===== src/rtl/dmem_io_pkg.sv =====
// dmem_io_pkg: shared types and constants for the data-memory / I/O arbiter.
package dmem_io_pkg;
  typedef enum logic [1:0] {IDLE, ISSUE, WAIT, DONE} state_t;
  localparam logic [31:0] IO_BASE = 32'hFFFF_F800;
  localparam logic [10:0] OFF_SW1 = 11'h000;
  localparam logic [10:0] OFF_SW2 = 11'h010;
  localparam logic [10:0] OFF_LED = 11'h020;
  localparam logic [10:0] OFF_SEG16 = 11'h030;
  localparam logic [10:0] OFF_SEG10 = 11'h040;
  localparam logic OWN_CPU = 1'b0;
  localparam logic OWN_LD = 1'b1;
endpackage


===== src/rtl/io_addr_decode.sv =====
// io_addr_decode: maps a byte address to I/O-region hit, device one-hot and unmapped flag.
// addr: byte address; is_io: in I/O window; sel: {seg10,seg16,led,sw2,sw1}; unmapped: in window, no device.
module io_addr_decode import dmem_io_pkg::*; #(
  parameter logic [31:0] IO_BASE = dmem_io_pkg::IO_BASE
) (
  input  logic [31:0] addr,
  output logic        is_io,
  output logic [4:0]  sel,
  output logic        unmapped
);
  assign is_io = addr[31:11] == IO_BASE[31:11];
  assign sel = is_io ? {addr[10:0] == OFF_SEG10, addr[10:0] == OFF_SEG16, addr[10:0] == OFF_LED,
                        addr[10:0] == OFF_SW2, addr[10:0] == OFF_SW1} : 5'b0;
  assign unmapped = is_io & ~|sel;
endmodule


===== src/rtl/dmem_io_arbiter.sv =====
// dmem_io_arbiter: round-robin sequencer sharing BRAM and memory-mapped I/O between CPU and loader.
// cpu_*: CPU load/store port with ack and stall; ld_*: loader write port with ack and error;
// mem_*: synchronous BRAM port; io_*/cs_*: I/O write strobe, data and chip selects.
module dmem_io_arbiter import dmem_io_pkg::*; #(
  parameter int          ADDR_W  = 14,
  parameter logic [31:0] IO_BASE = dmem_io_pkg::IO_BASE
) (
  input  logic              clk,
  input  logic              rst,
  input  logic              cpu_req,
  input  logic              cpu_we,
  input  logic              cpu_sext,
  input  logic [31:0]       cpu_addr,
  input  logic [31:0]       cpu_wdata,
  output logic              cpu_ack,
  output logic [31:0]       cpu_rdata,
  output logic              cpu_stall,
  input  logic              ld_req,
  input  logic [31:0]       ld_addr,
  input  logic [31:0]       ld_wdata,
  output logic              ld_ack,
  output logic              ld_err,
  output logic              mem_en,
  output logic              mem_we,
  output logic [ADDR_W-1:0] mem_addr,
  output logic [31:0]       mem_wdata,
  input  logic [31:0]       mem_rdata,
  output logic              io_we,
  output logic [31:0]       io_wdata,
  input  logic [7:0]        io_rdata,
  output logic              cs_sw1,
  output logic              cs_sw2,
  output logic              cs_led,
  output logic              cs_seg16,
  output logic              cs_seg10
);
  state_t state, state_nx;
  logic owner, last_grant, a_we, a_sext, grant_ld, is_io, unmapped, issue, io_live;
  logic [31:0] a_addr, a_wdata;
  logic [4:0] sel;
  io_addr_decode #(.IO_BASE(IO_BASE)) u_dec (.addr(a_addr), .is_io(is_io), .sel(sel), .unmapped(unmapped));
  // On a tie the loader wins only if the CPU was granted last.
  assign grant_ld = ld_req & (~cpu_req | last_grant == OWN_CPU);
  assign cpu_stall = cpu_req & ~cpu_ack;
  // Loader accesses to the I/O window are refused: no strobes, error on ack.
  assign io_live = is_io & owner == OWN_CPU;
  assign issue = state == ISSUE;
  always_comb begin
    state_nx = IDLE;
    case (state)
      IDLE:    state_nx = (cpu_req | ld_req) ? ISSUE : IDLE;
      ISSUE:   state_nx = a_we ? DONE : WAIT;
      WAIT:    state_nx = DONE;
      default: state_nx = IDLE;
    endcase
    mem_en = issue & ~is_io;
    mem_we = issue & ~is_io & a_we;
    mem_addr = issue ? a_addr[ADDR_W+1:2] : '0;
    mem_wdata = issue ? a_wdata : '0;
    io_we = issue & io_live & ~unmapped & a_we;
    io_wdata = issue ? a_wdata : '0;
    {cs_seg10, cs_seg16, cs_led, cs_sw2, cs_sw1} = ((issue | state == WAIT) & io_live) ? sel : 5'b0;
    cpu_ack = state == DONE & owner == OWN_CPU;
    ld_ack = state == DONE & owner == OWN_LD;
    ld_err = state == DONE & owner == OWN_LD & is_io;
  end
  always_ff @(posedge clk or posedge rst)
    if (rst) begin
      state <= IDLE;
      owner <= OWN_CPU;
      last_grant <= OWN_LD;
      a_we <= 1'b0;
      a_sext <= 1'b0;
      a_addr <= '0;
      a_wdata <= '0;
      cpu_rdata <= '0;
    end else begin
      state <= state_nx;
      if (state == IDLE && (cpu_req | ld_req)) begin
        owner <= grant_ld;
        last_grant <= grant_ld;
        a_addr <= grant_ld ? ld_addr : cpu_addr;
        a_wdata <= grant_ld ? ld_wdata : cpu_wdata;
        a_we <= grant_ld | cpu_we;
        a_sext <= ~grant_ld & cpu_sext;
      end
      if (state == WAIT)
        cpu_rdata <= ~is_io ? mem_rdata : unmapped ? '0 : {{24{io_rdata[7] & a_sext}}, io_rdata};
    end
endmodule


===== config.mk =====
export PLATFORM = sky130hd
export DESIGN_NAME = dmem_io_arbiter
export DESIGN_NICKNAME = d
export VERILOG_FILES = /design/src/rtl/dmem_io_pkg.sv /design/src/rtl/io_addr_decode.sv /design/src/rtl/dmem_io_arbiter.sv
export SDC_FILE = /design/constraint.sdc
export NUM_CORES = 1
export LEC_CHECK = 0
export CAP_MARGIN = 20
export CELL_PAD_IN_SITES_DETAIL_PLACEMENT = 1
export CELL_PAD_IN_SITES_GLOBAL_PLACEMENT = 2
export CORE_MARGIN = 2
export CORE_UTILIZATION = 24
export DETAILED_ROUTE_END_ITERATION = 6
export GPL_TIMING_DRIVEN = 0
export PLACE_DENSITY_LB_ADDON = 0.2
export SLEW_MARGIN = 25
export SYNTH_ARGS = -nofsm -noshare
export SYNTH_HDL_FRONTEND = slang
export SYNTH_SLANG_ARGS = --single-unit
export TNS_END_PERCENT = 5

===== constraint.sdc =====
create_clock -name clk -period 10.27 [get_ports clk]
set_input_delay 2.054 -clock clk [delete_from_list [all_inputs] [get_ports clk]]
set_output_delay 2.054 -clock clk [all_outputs]
set_load 0.01 [all_outputs]

Word-level counts from Yosys, hierarchy flattened:

Index checks and enable logic that the tools add are counted.

* flip-flop bits (word level): 102
* output and inout bits: 122
* input bits: 174
* word-level logic and storage cells: 58

* multiplexer cells: 11
* eq/ne operators: 8
* reduce and logical (&&, ||, !) cells: 5
* bitwise gates (word level): 26

Operator list (number)
* $mux W32: 5
* $eq A11 B6 Y1 const B: 2
* $eq A21 B21 Y1 const B: 1
* $and A1 B1 Y1: 15
* $mux W14: 1
* $eq A11 B5 Y1 const B: 1
* $eq A11 B7 Y1 const B: 1
* $logic_not A11 Y1: 1
* $mux W5: 2
* $not A1 Y1: 7
* $pmux W2 S3: 1
* $reduce_or A5 Y1: 1
* $eq A2 B2 Y1 const B: 2
* $or A1 B1 Y1: 4
* $eq A2 B1 Y1 const B: 1
* $logic_not A2 Y1: 1
* $mux W1: 2
* $logic_and A1 B1 Y1: 1
* $logic_not A1 Y1: 1

Longest topological paths before layout:

Gate-level depths: netlist (run 1).

* word-level depth: 8
* gate-level depth with buffers: 7
* depth with buffers taken out: 5

By module:

Synthesis (run 1) repeated with hierarchy kept, for this count alone.

* cells, all modules: 625
* area, all modules: 5718.0 µm²

By module, submodules not included
* dmem_io_arbiter: area an instance 5567.8 µm², cells an instance 601, times used 1, sequential area each 2553.7 µm²
* io_addr_decode: area an instance 150.1 µm², cells an instance 24, times used 1, sequential area each 0.0 µm²

Least setup slack after synthesis (run 1):

Ideal clock, no wire load.

* path kind: input port to output port
* start point: input cpu_req
* end point: output cpu_stall
* slack: 5965 ps
* data required time: 8216 ps
* buffers on the path: 0
* arrival time: 2251 ps
* stages: 1
* path through: nor2b_1

* cells in the longest elaborated chain, start to end: 1

RTL lines
* start: declaration: RTL line dmem_io_arbiter.sv:10 `input logic cpu_req,`
* $and A1 B1 Y1: RTL line dmem_io_arbiter.sv:44 `assign cpu_stall = cpu_req & ~cpu_ack;`
* end: declaration: RTL line dmem_io_arbiter.sv:17 `output logic cpu_stall,`

No other way between the ends.

Final worst setup path (run 1):

Same ends and word-level chain as after synthesis.

==> results of run 1 <==
worst reg2reg max path: stages (launching register included):
cell	delay (ps)
dfrtp_1	380
inv_1	70
ha_1	260
o21ai_1	380
buf_2	390
buf_2	300
nand2_1	80
o21ai_0	80
per-layer routing:
metal,vias up,share of wire,GRT usage
met3,15,0.048,0.0321
met5,-,0,0
met4,0,0.016,0.0503
li1,2433,-,-
met2,161,0.51,0.295
met1,2386,0.43,0.202
worst paths after layout:
kind / startpoint / endpoint / slack (ps) / cells past startpoint
min in group asynchronous: rst / a_wdata[8] / 2100 / 2
min reg2reg: a_wdata[30] / a_wdata[30] / 470 / 2
min: a_wdata[30] / a_wdata[30] / 470 / 2
max in group asynchronous: rst / last_grant / 7480 / 3
max: cpu_req / cpu_stall / 4880 / 3
max reg2reg: state[0] / a_wdata[3] / 8240 / 7
logic make-up after synthesis:
kind of cell / Yosys count / synth area share
AOI/OAI and AO/OA: 106 / 0.103
DFF: 102 / 0.473
and+or+nand+nor: 156 / 0.152
buffers and inverters: 72 / 0.0848
adders and majority gates: 4 / 0.00927
muxes: 96 / 0.178
registers in the layout, summed over array words and instances, names as in the netlist:
name and flops:
a_wdata 32, a_addr 32, state 2, last_grant 1, a_we 1, owner 1
a_sext 1, cpu_rdata 32
stage by stage:
step	cell area, um2	power, uW	worst slack (ps)
after floorplan	5400	1280	5540
after global placement	8700	1810	3860
after detailed placement	8740	1860	4850
after CTS	9010	2190	4860
after global routing	9010	2320	4800
final	9010	2150	4880
power by group through the flow:
stage / combinational (uW) / sequential (uW) / clock (uW)
after floorplan: 545 / 732 / 0
after global routing: 1210 / 755 / 354
after CTS: 1130 / 729 / 339
after global placement: 1090 / 719 / 0
after detailed placement: 1120 / 736 / 0
final: 1100 / 724 / 324
synth_stat cells:
master / number / area share
nor2_1: 6 / 0.0042
o21ai_0: 89 / 0.082
nand2_1: 68 / 0.047
ha_1: 4 / 0.0093
buf_2: 13 / 0.012
and2_1: 49 / 0.057
buf_6: 6 / 0.013
dfstp_2: 1 / 0.0049
nand3_1: 8 / 0.0074
a22o_1: 2 / 0.0032
inv_1: 3 / 0.0021
a21oi_1: 3 / 0.0028
dfrtp_1: 101 / 0.47
and4b_1: 3 / 0.0056
mux2i_1: 96 / 0.18
clkbuf_2: 2 / 0.0019
a21boi_2: 1 / 0.0021
nor2b_1: 2 / 0.0023
o21ai_1: 3 / 0.0028
nand4b_1: 1 / 0.0016
nor4_4: 1 / 0.0039
nand4_1: 5 / 0.0058
clkbuf_1: 15 / 0.010
nand4_2: 1 / 0.0023
and3_4: 1 / 0.0021
nor4_1: 3 / 0.0035
buf_4: 33 / 0.046
a31oi_1: 1 / 0.0012
and4_1: 1 / 0.0016
and3_1: 7 / 0.0081
o22ai_1: 7 / 0.0081
final cells by class:
| class | instances | area, um2 |
|---|---|---|
| Multi-Input combinational cell | 362 | 2390 |
| Buffer | 69 | 447 |
| Antenna cell | 1 | 2.50 |
| Clock inverter | 5 | 36.3 |
| Sequential cell | 102 | 2550 |
| Tap cell | 280 | 350 |
| Fill cell | 2430 | 12900 |
| Inverter | 3 | 16.3 |
| Timing Repair Buffer | 296 | 2980 |
| Clock buffer | 10 | 239 |
==> reports/metrics.csv, run 1 <==
stage,metric,value,unit
synthesis,syn_avg_cell_area,10.1,um2
worst_setup_path,cp_common_cell,clkdlybuf4s50_1,
clock_tree,cts_resized,0,
synthesis,ys_types,31,
route,vias,4995,
power_and_ir_drop,pwr-share-comb,0.511,
final_layout,post-route-util,0.410,
route,via_per_inst,4.43,
worst_setup_path,crit_required,8220,ps
job,drv_cap,0,
sta,finalHoldViolations,0,
floorplanning,die_area,0.0237,mm2
clock_tree,cts_buffers,9,
route,drt-wirelength-per-cell,17.3,um
synthesis,synth_area,0.00540,mm2
sta,finClkSkew,6.60,ps
final_layout,drive_gt1_frac,0.0897,
worst_setup_path,worst-path-buf-inv,2,
power_and_ir_drop,power_frac_seq,0.337,
clock_tree,clk_latency,350,ps
power_and_ir_drop,p_int,1360,uW
grt,antenna_found_initial,1,
sta,setup_viol,0,
worst_setup_path,crit_type,input pin to output pin,
clock_tree,cts_max_level,3,
floorplanning,die_y,154,um
synthesis,synth_fp_nets,714,
grt,grt_pass1_vias,5659,
sta,worstMarginPinSlew,708,ps
clock_tree,cts_tree,yes,
clock_tree,cts_buffer_depth,2,
worst_setup_path,path_delay_family,buffers and inverters,
grt,grt_pass1_wl,30800,um
power_and_ir_drop,clkPwrFrac,0.151,
sta,fin_tns_setup,0,ps
sta,relSlewSlack,0.528,
sta,rsz0062_at_grt,false,
worst_setup_path,crit_fanout,4,
final_layout,area_delta_synth_final,66.9,%
grt,grt_start_max_net_pins,60,
clock_tree,cts.sinks,102,
floorplanning,fp.dieW,154,um
placement,gp_congestion,0.746,
grt,grt_overflow,0,
synthesis,ys_warn_count,0,
synthesis,ys_ff_latch,102,
power_and_ir_drop,p_sw,791,uW
power_and_ir_drop,worst_ir_drop_vdd,80.7,uV
final_layout,fin_nets,1021,
sta,holdWs,472,ps
power_and_ir_drop,power_density,238,mW/mm2
final_layout,final_cell_mix,"clkdlybuf4s50_1 (295), dfrtp_1 (101), mux2i_1 (96)",
worst_setup_path,arrival,3340,ps
sta,fmax,185,MHz
placement,place_inst,1112,
route,wirelength,19500,um
final_layout,fin_cells,1128,
worst_setup_path,cp-end-kind,output pin,
sta,fin_crit,5390,ps
sta,final.period_utilization,0.525,
route,drtIter0Drc,124,
synthesis,synthCells,536,
worst_setup_path,critPathLaunchType,input pin,
worst_setup_path,critical-path-max-stage-delay,590,ps
grt,grt_use_total,0.166,
floorplanning,initial_utilization,0.246,
min_path,min_path_type,register to register,
clock_tree,cts-hold-fix-buffers,0,
worst_setup_path,cp_slowest_cell,clkdlybuf4s50_1,
route,drcViolationCount,0,
placement,place_hpwl,15900,um
worst_setup_path,crit_chain,clkdlybuf4s50_1 > nor2b_1 > clkdlybuf4s50_1,
clock_tree,cts_setup_buffers,0,
synthesis,ys_seq_area_frac,0.473,
clock_tree,cts_root_buf,clkbuf_16,
floorplanning,row_count,54,
route,firstDrtPassIters,4,
clock_tree,clk_pin_slew_worst_paths,70,ps
floorplanning,pin_count,296,
final_layout,final_common_cell,clkdlybuf4s50_1,
route,ant_nets,0,
power_and_ir_drop,power.leakage,0.00381,uW
sta,final_max_slew_viol_count,0,
floorplanning,core-area,0.0220,mm2
run_status,status,finished clean,
placement,numPortBuffers,295,
power_and_ir_drop,switching_share,0.369,
No activity file was read; power rests on OpenSTA's default activity.
==> run 2, diff against run 1 <==
- CORE_UTILIZATION: 24 -> 20
- clock period: 10.27 -> 4.8 ns (I/O delays scaled with it)
==> reports/metrics.csv, run 2 (same netlist as run 1, synthesis figures left out) <==
stage,metric,value,unit
run_status,status,finished clean,
power_and_ir_drop,p_sw,1730,uW
floorplanning,pin_count,296,
final_layout,final_common_cell,clkdlybuf4s50_1,
clock_tree,cts_resized,0,
min_path,min_path_type,register to register,
floorplanning,die_y,168,um
final_layout,fin_nets,1021,
floorplanning,initial_utilization,0.202,
worst_setup_path,cp-end-kind,output pin,
power_and_ir_drop,power_frac_seq,0.335,
sta,relSlewSlack,0.486,
clock_tree,cts_setup_buffers,0,
grt,grt_start_max_net_pins,53,
clock_tree,cts_buffers,9,
sta,finalHoldViolations,0,
floorplanning,row_count,60,
floorplanning,die_area,0.0283,mm2
grt,grt_pass1_wl,31600,um
power_and_ir_drop,power.leakage,0.00382,uW
sta,worstMarginPinSlew,766,ps
floorplanning,fp.dieW,168,um
final_layout,drive_gt1_frac,0.0897,
route,drtIter0Drc,146,
route,wirelength,20500,um
power_and_ir_drop,worst_ir_drop_vdd,136,uV
power_and_ir_drop,pwr-share-comb,0.511,
final_layout,stdcell_area,0.00908,mm2
worst_setup_path,crit_type,register to output pin,
placement,dpl_cell_area,0.00881,mm2
clock_tree,cts_max_level,3,
route,vias,5028,
route,via_per_inst,4.23,
grt,antenna_found_initial,2,
power_and_ir_drop,clkPwrFrac,0.154,
route,drt-wirelength-per-cell,17.3,um
worst_setup_path,critPathLaunchType,register,
route,drcViolationCount,0,
final_layout,final_cell_mix,"clkdlybuf4s50_1 (295), dfrtp_1 (101), mux2i_1 (96)",
sta,fin_crit,3670,ps
worst_setup_path,crit_fanout,5,
clock_tree,cts.sinks,102,
final_layout,num_antenna_cells,0,
power_and_ir_drop,p_int,2890,uW
sta,rsz0062_at_grt,false,
sta,fmax,273,MHz
clock_tree,cts_buffer_depth,2,
worst_setup_path,crit_required,3840,ps
route,ant_nets,0,
clock_tree,cts_root_buf,clkbuf_16,
job,drv_cap,0,
power_and_ir_drop,switching_share,0.375,
clock_tree,cts_tree,yes,
grt,grt_use_total,0.144,
placement,place_hpwl,16600,um
grt,grt_pass1_vias,5621,
placement,gp_congestion,0.724,
sta,finClkSkew,8.34,ps
power_and_ir_drop,report.power.total,4620,uW
final_layout,largestRegisters,"a_addr (32), a_wdata (32), cpu_rdata (32)",
clock_tree,clk_pin_slew_worst_paths,80,ps
clock_tree,clk_latency,350,ps
sta,final_max_slew_viol_count,0,
route,firstDrtPassIters,4,
final_layout,area_delta_synth_final,68.2,%
sta,final.period_utilization,0.764,
power_and_ir_drop,power_density,509,mW/mm2
clock_tree,cts-hold-fix-buffers,0,
worst_setup_path,arrival,2710,ps
placement,numPortBuffers,295,
final_layout,fin_cells,1188,
placement,place_inst,1173,
sta,setup_viol,0,
grt,grt_overflow,0,
floorplanning,core-area,0.0267,mm2
run 2: cell types whose count changed in the layout (fill, tap and decap cells not counted), sizes merged:
cell,before,now
inv,3,7
clkinvlp,3,0
clkbuf,27,26
diode,1,0
run 2: worst paths after layout:
kind | startpoint | to | slack (ps) | cells past startpoint
max in group asynchronous | rst | last_grant | 3060 | 3
setup / recovery | a_addr[23] | cs_seg16 | 1130 | 5
hold / removal | a_wdata[30] | a_wdata[30] | 470 | 2
hold reg to reg | a_wdata[30] | a_wdata[30] | 470 | 2
min in group asynchronous | rst | a_wdata[7] | 1030 | 2
setup reg to reg | state[0] | a_wdata[0] | 2650 | 7
run 2: power groups by stage:
stage                     combinational [uW]  clock (uW)  sequential [uW]
after global placement                  2360           0             1540
final                                   2360         710             1550
after CTS                               2430         743             1560
after detailed placement                2420           0             1580
after floorplan                         1170           0             1570
after global routing                    2620         782             1610
run 2: critical path, stage by stage, from the launching register on:
cell             delay, ps
dfrtp_1                360
nand4_1                200
nor4_1                 670
and3_1                 340
and4_1                 210
clkdlybuf4s50_1        580
run 2: routing by layer:
layer | wire (um) | track usage
met1 | 8860 | 0.178
met2 | 10400 | 0.259
met3 | 1010 | 0.0280
met4 | 221 | 0.0360
met5 | 27 | 0
run 2: layout make-up:
type | instances | area [um2]
Sequential cell | 102 | 2550
Clock buffer | 9 | 225
Fill cell | 3033 | 17600
Timing Repair Buffer | 296 | 2980
Buffer | 69 | 447
Multi-Input combinational cell | 362 | 2390
Clock inverter | 6 | 45.0
Inverter | 3 | 16.3
Tap cell | 341 | 427
run 2: through the flow:
step	setup WS, ps	hold slack (ps)	TNS [ps]	util
6_report	1130	472	0	0.340
4_1_cts	1110	480	0	0.340
5_1_grt	1020	498	0	0.340
3_5_place_dp	1430	462	0	0.330
2_1_floorplan	1170	442	0	-
3_3_place_gp	-577	457	-57110	0.329
==> run 3, diff against run 2 <==
- clock period: 4.8 -> 3.3 ns (I/O delays scaled with it)
==> reports/metrics.csv, run 3 (same netlist as run 1, synthesis figures left out) <==
stage,metric,value,unit
run_status,status,finished clean,
grt,antenna_found_initial,1,
route,wirelength,20600,um
power_and_ir_drop,power.leakage,0.00389,uW
final_layout,num_antenna_cells,0,
floorplanning,row_count,60,
grt,grt_use_total,0.148,
floorplanning,fp.dieW,168,um
sta,relSlewSlack,0.485,
worst_setup_path,cp-end-kind,output pin,
grt,grt_pass1_wl,32600,um
route,drtIter0Drc,114,
floorplanning,core-area,0.0267,mm2
clock_tree,cts_root_buf,clkbuf_16,
floorplanning,pin_count,296,
final_layout,fin_nets,1024,
sta,final_max_slew_viol_count,0,
placement,gp_congestion,0.727,
final_layout,final_cell_mix,"clkdlybuf4s50_1 (295), dfrtp_1 (101), mux2i_1 (96)",
placement,dpl_cell_area,0.00888,mm2
min_path,min_path_type,register to register,
floorplanning,die_area,0.0283,mm2
placement,place_hpwl,17100,um
sta,fin_tns_setup,0,ps
grt,grt_pass1_vias,5724,
route,firstDrtPassIters,4,
placement,numPortBuffers,295,
clock_tree,cts_buffers,9,
sta,final.period_utilization,0.942,
worst_setup_path,cp_slowest_cell,clkdlybuf4s50_1,
sta,worstMarginPinSlew,767,ps
job,drv_cap,0,
power_and_ir_drop,worst_ir_drop_vdd,225,uV
worst_setup_path,worst-path-buf-inv,1,
route,via_per_inst,4.24,
worst_setup_path,crit_fanout,5,
final_layout,seq_area,0.00255,mm2
route,drt-wirelength-per-cell,17.3,um
floorplanning,die_y,168,um
clock_tree,cts_setup_buffers,0,
worst_setup_path,arrival,2450,ps
clock_tree,cts-hold-fix-buffers,0,
grt,grt_start_max_net_pins,27,
sta,finClkSkew,9.58,ps
clock_tree,clk_pin_slew_worst_paths,70,ps
floorplanning,initial_utilization,0.202,
sta,rsz0062_at_grt,false,
clock_tree,cts_buffer_depth,2,
clock_tree,cts_max_level,3,
power_and_ir_drop,power_density,744,mW/mm2
final_layout,multi_input_area,0.00241,mm2
final_layout,stdcell_area,0.00922,mm2
grt,grt_overflow,0,
clock_tree,cts_tree,yes,
route,ant_nets,0,
clock_tree,cts.sinks,102,
worst_setup_path,crit_type,register to output pin,
worst_setup_path,crit_required,2640,ps
final_layout,drive_gt1_frac,0.0964,
sta,fmax,322,MHz
sta,fin_crit,3110,ps
worst_setup_path,crit_chain,nand4_1 > nor4_4 > and3_1 > and4_1 > clkdlybuf4s50_1,
sta,setup_viol,0,
final_layout,area_delta_synth_final,70.7,%
route,vias,5050,
worst_setup_path,critical-path-max-stage-delay,570,ps
worst_setup_path,critPathLaunchType,register,
final_layout,final_common_cell,clkdlybuf4s50_1,
worst_setup_path,path_delay_family,simple AND/OR/NAND/NOR gates,
clock_tree,clk_latency,350,ps
route,drcViolationCount,0,
final_layout,largestRegisters,"a_addr (32), a_wdata (32), cpu_rdata (32)",
final_layout,n_fill_cell,3034,
sta,finalHoldViolations,0,
## run 3: worst paths after layout
path / start / to / slack (ps) / cells past startpoint
max: a_addr[23] / cs_seg16 / 190 / 5
min: a_wdata[7] / a_wdata[7] / 470 / 2
max reg2reg: state[0] / a_wdata[5] / 1130 / 7
min reg2reg: a_wdata[7] / a_wdata[7] / 470 / 2
max in group asynchronous: rst / last_grant / 1800 / 4
min in group asynchronous: rst / a_addr[8] / 730 / 2
## run 3: where the power goes
part           leakage, uW  internal (uW)  switching, uW  total (uW)
Sequential         0.00123           1890            370        2260
Clock             0.000152            665            491        1160
Combinational      0.00250           1810           1630        3440
Total              0.00389           4360           2490        6860
## run 3: timing repair
item | in CTS | in global routing
endpoints found under the setup margin | 5 | 7
gates cloned | 0 | 0
endpoints found under the hold margin | 0 | 0
resized for setup | 2 | 3
## run 3: layout make-up
class	count	area share
Multi-Input combinational cell	362	0.261
Timing Repair Buffer	299	0.331
Clock inverter	6	0.00937
Buffer	69	0.0486
Inverter	3	0.00163
Sequential cell	102	0.277
Clock buffer	10	0.0248
Tap cell	341	0.0463
## run 3: stage by stage
step	setup slack (ps)	hold WS [ps]	util	instances	power, uW
finish	193	473	0.345	1192	6860
global route	56.6	506	0.345	1192	7430
CTS	33.8	479	0.344	1192	7010
detailed placement	263	462	0.332	1176	5810
global placement	242	457	0.329	1172	5670
floorplan	1320	442	-	536	3980
## run 3: worst register-to-register path, delay by kind of cell (launching register included)
family | cells | cell delay, ps
buffers and inverters | 3 | 820
AO/OA/AOI/OAI | 2 | 530
flip-flops | 1 | 390
adder cells (fa/ha/maj) | 1 | 250
AND/OR/NAND/NOR | 1 | 90
## run 3: metal layers
layer	global-route usage	up-vias	wire length, um
met5	0	-	0
met4	0.0394	0	267
met3	0.0289	13	1010
met2	0.271	156	10700
met1	0.177	2449	8690
li1	-	2432	-
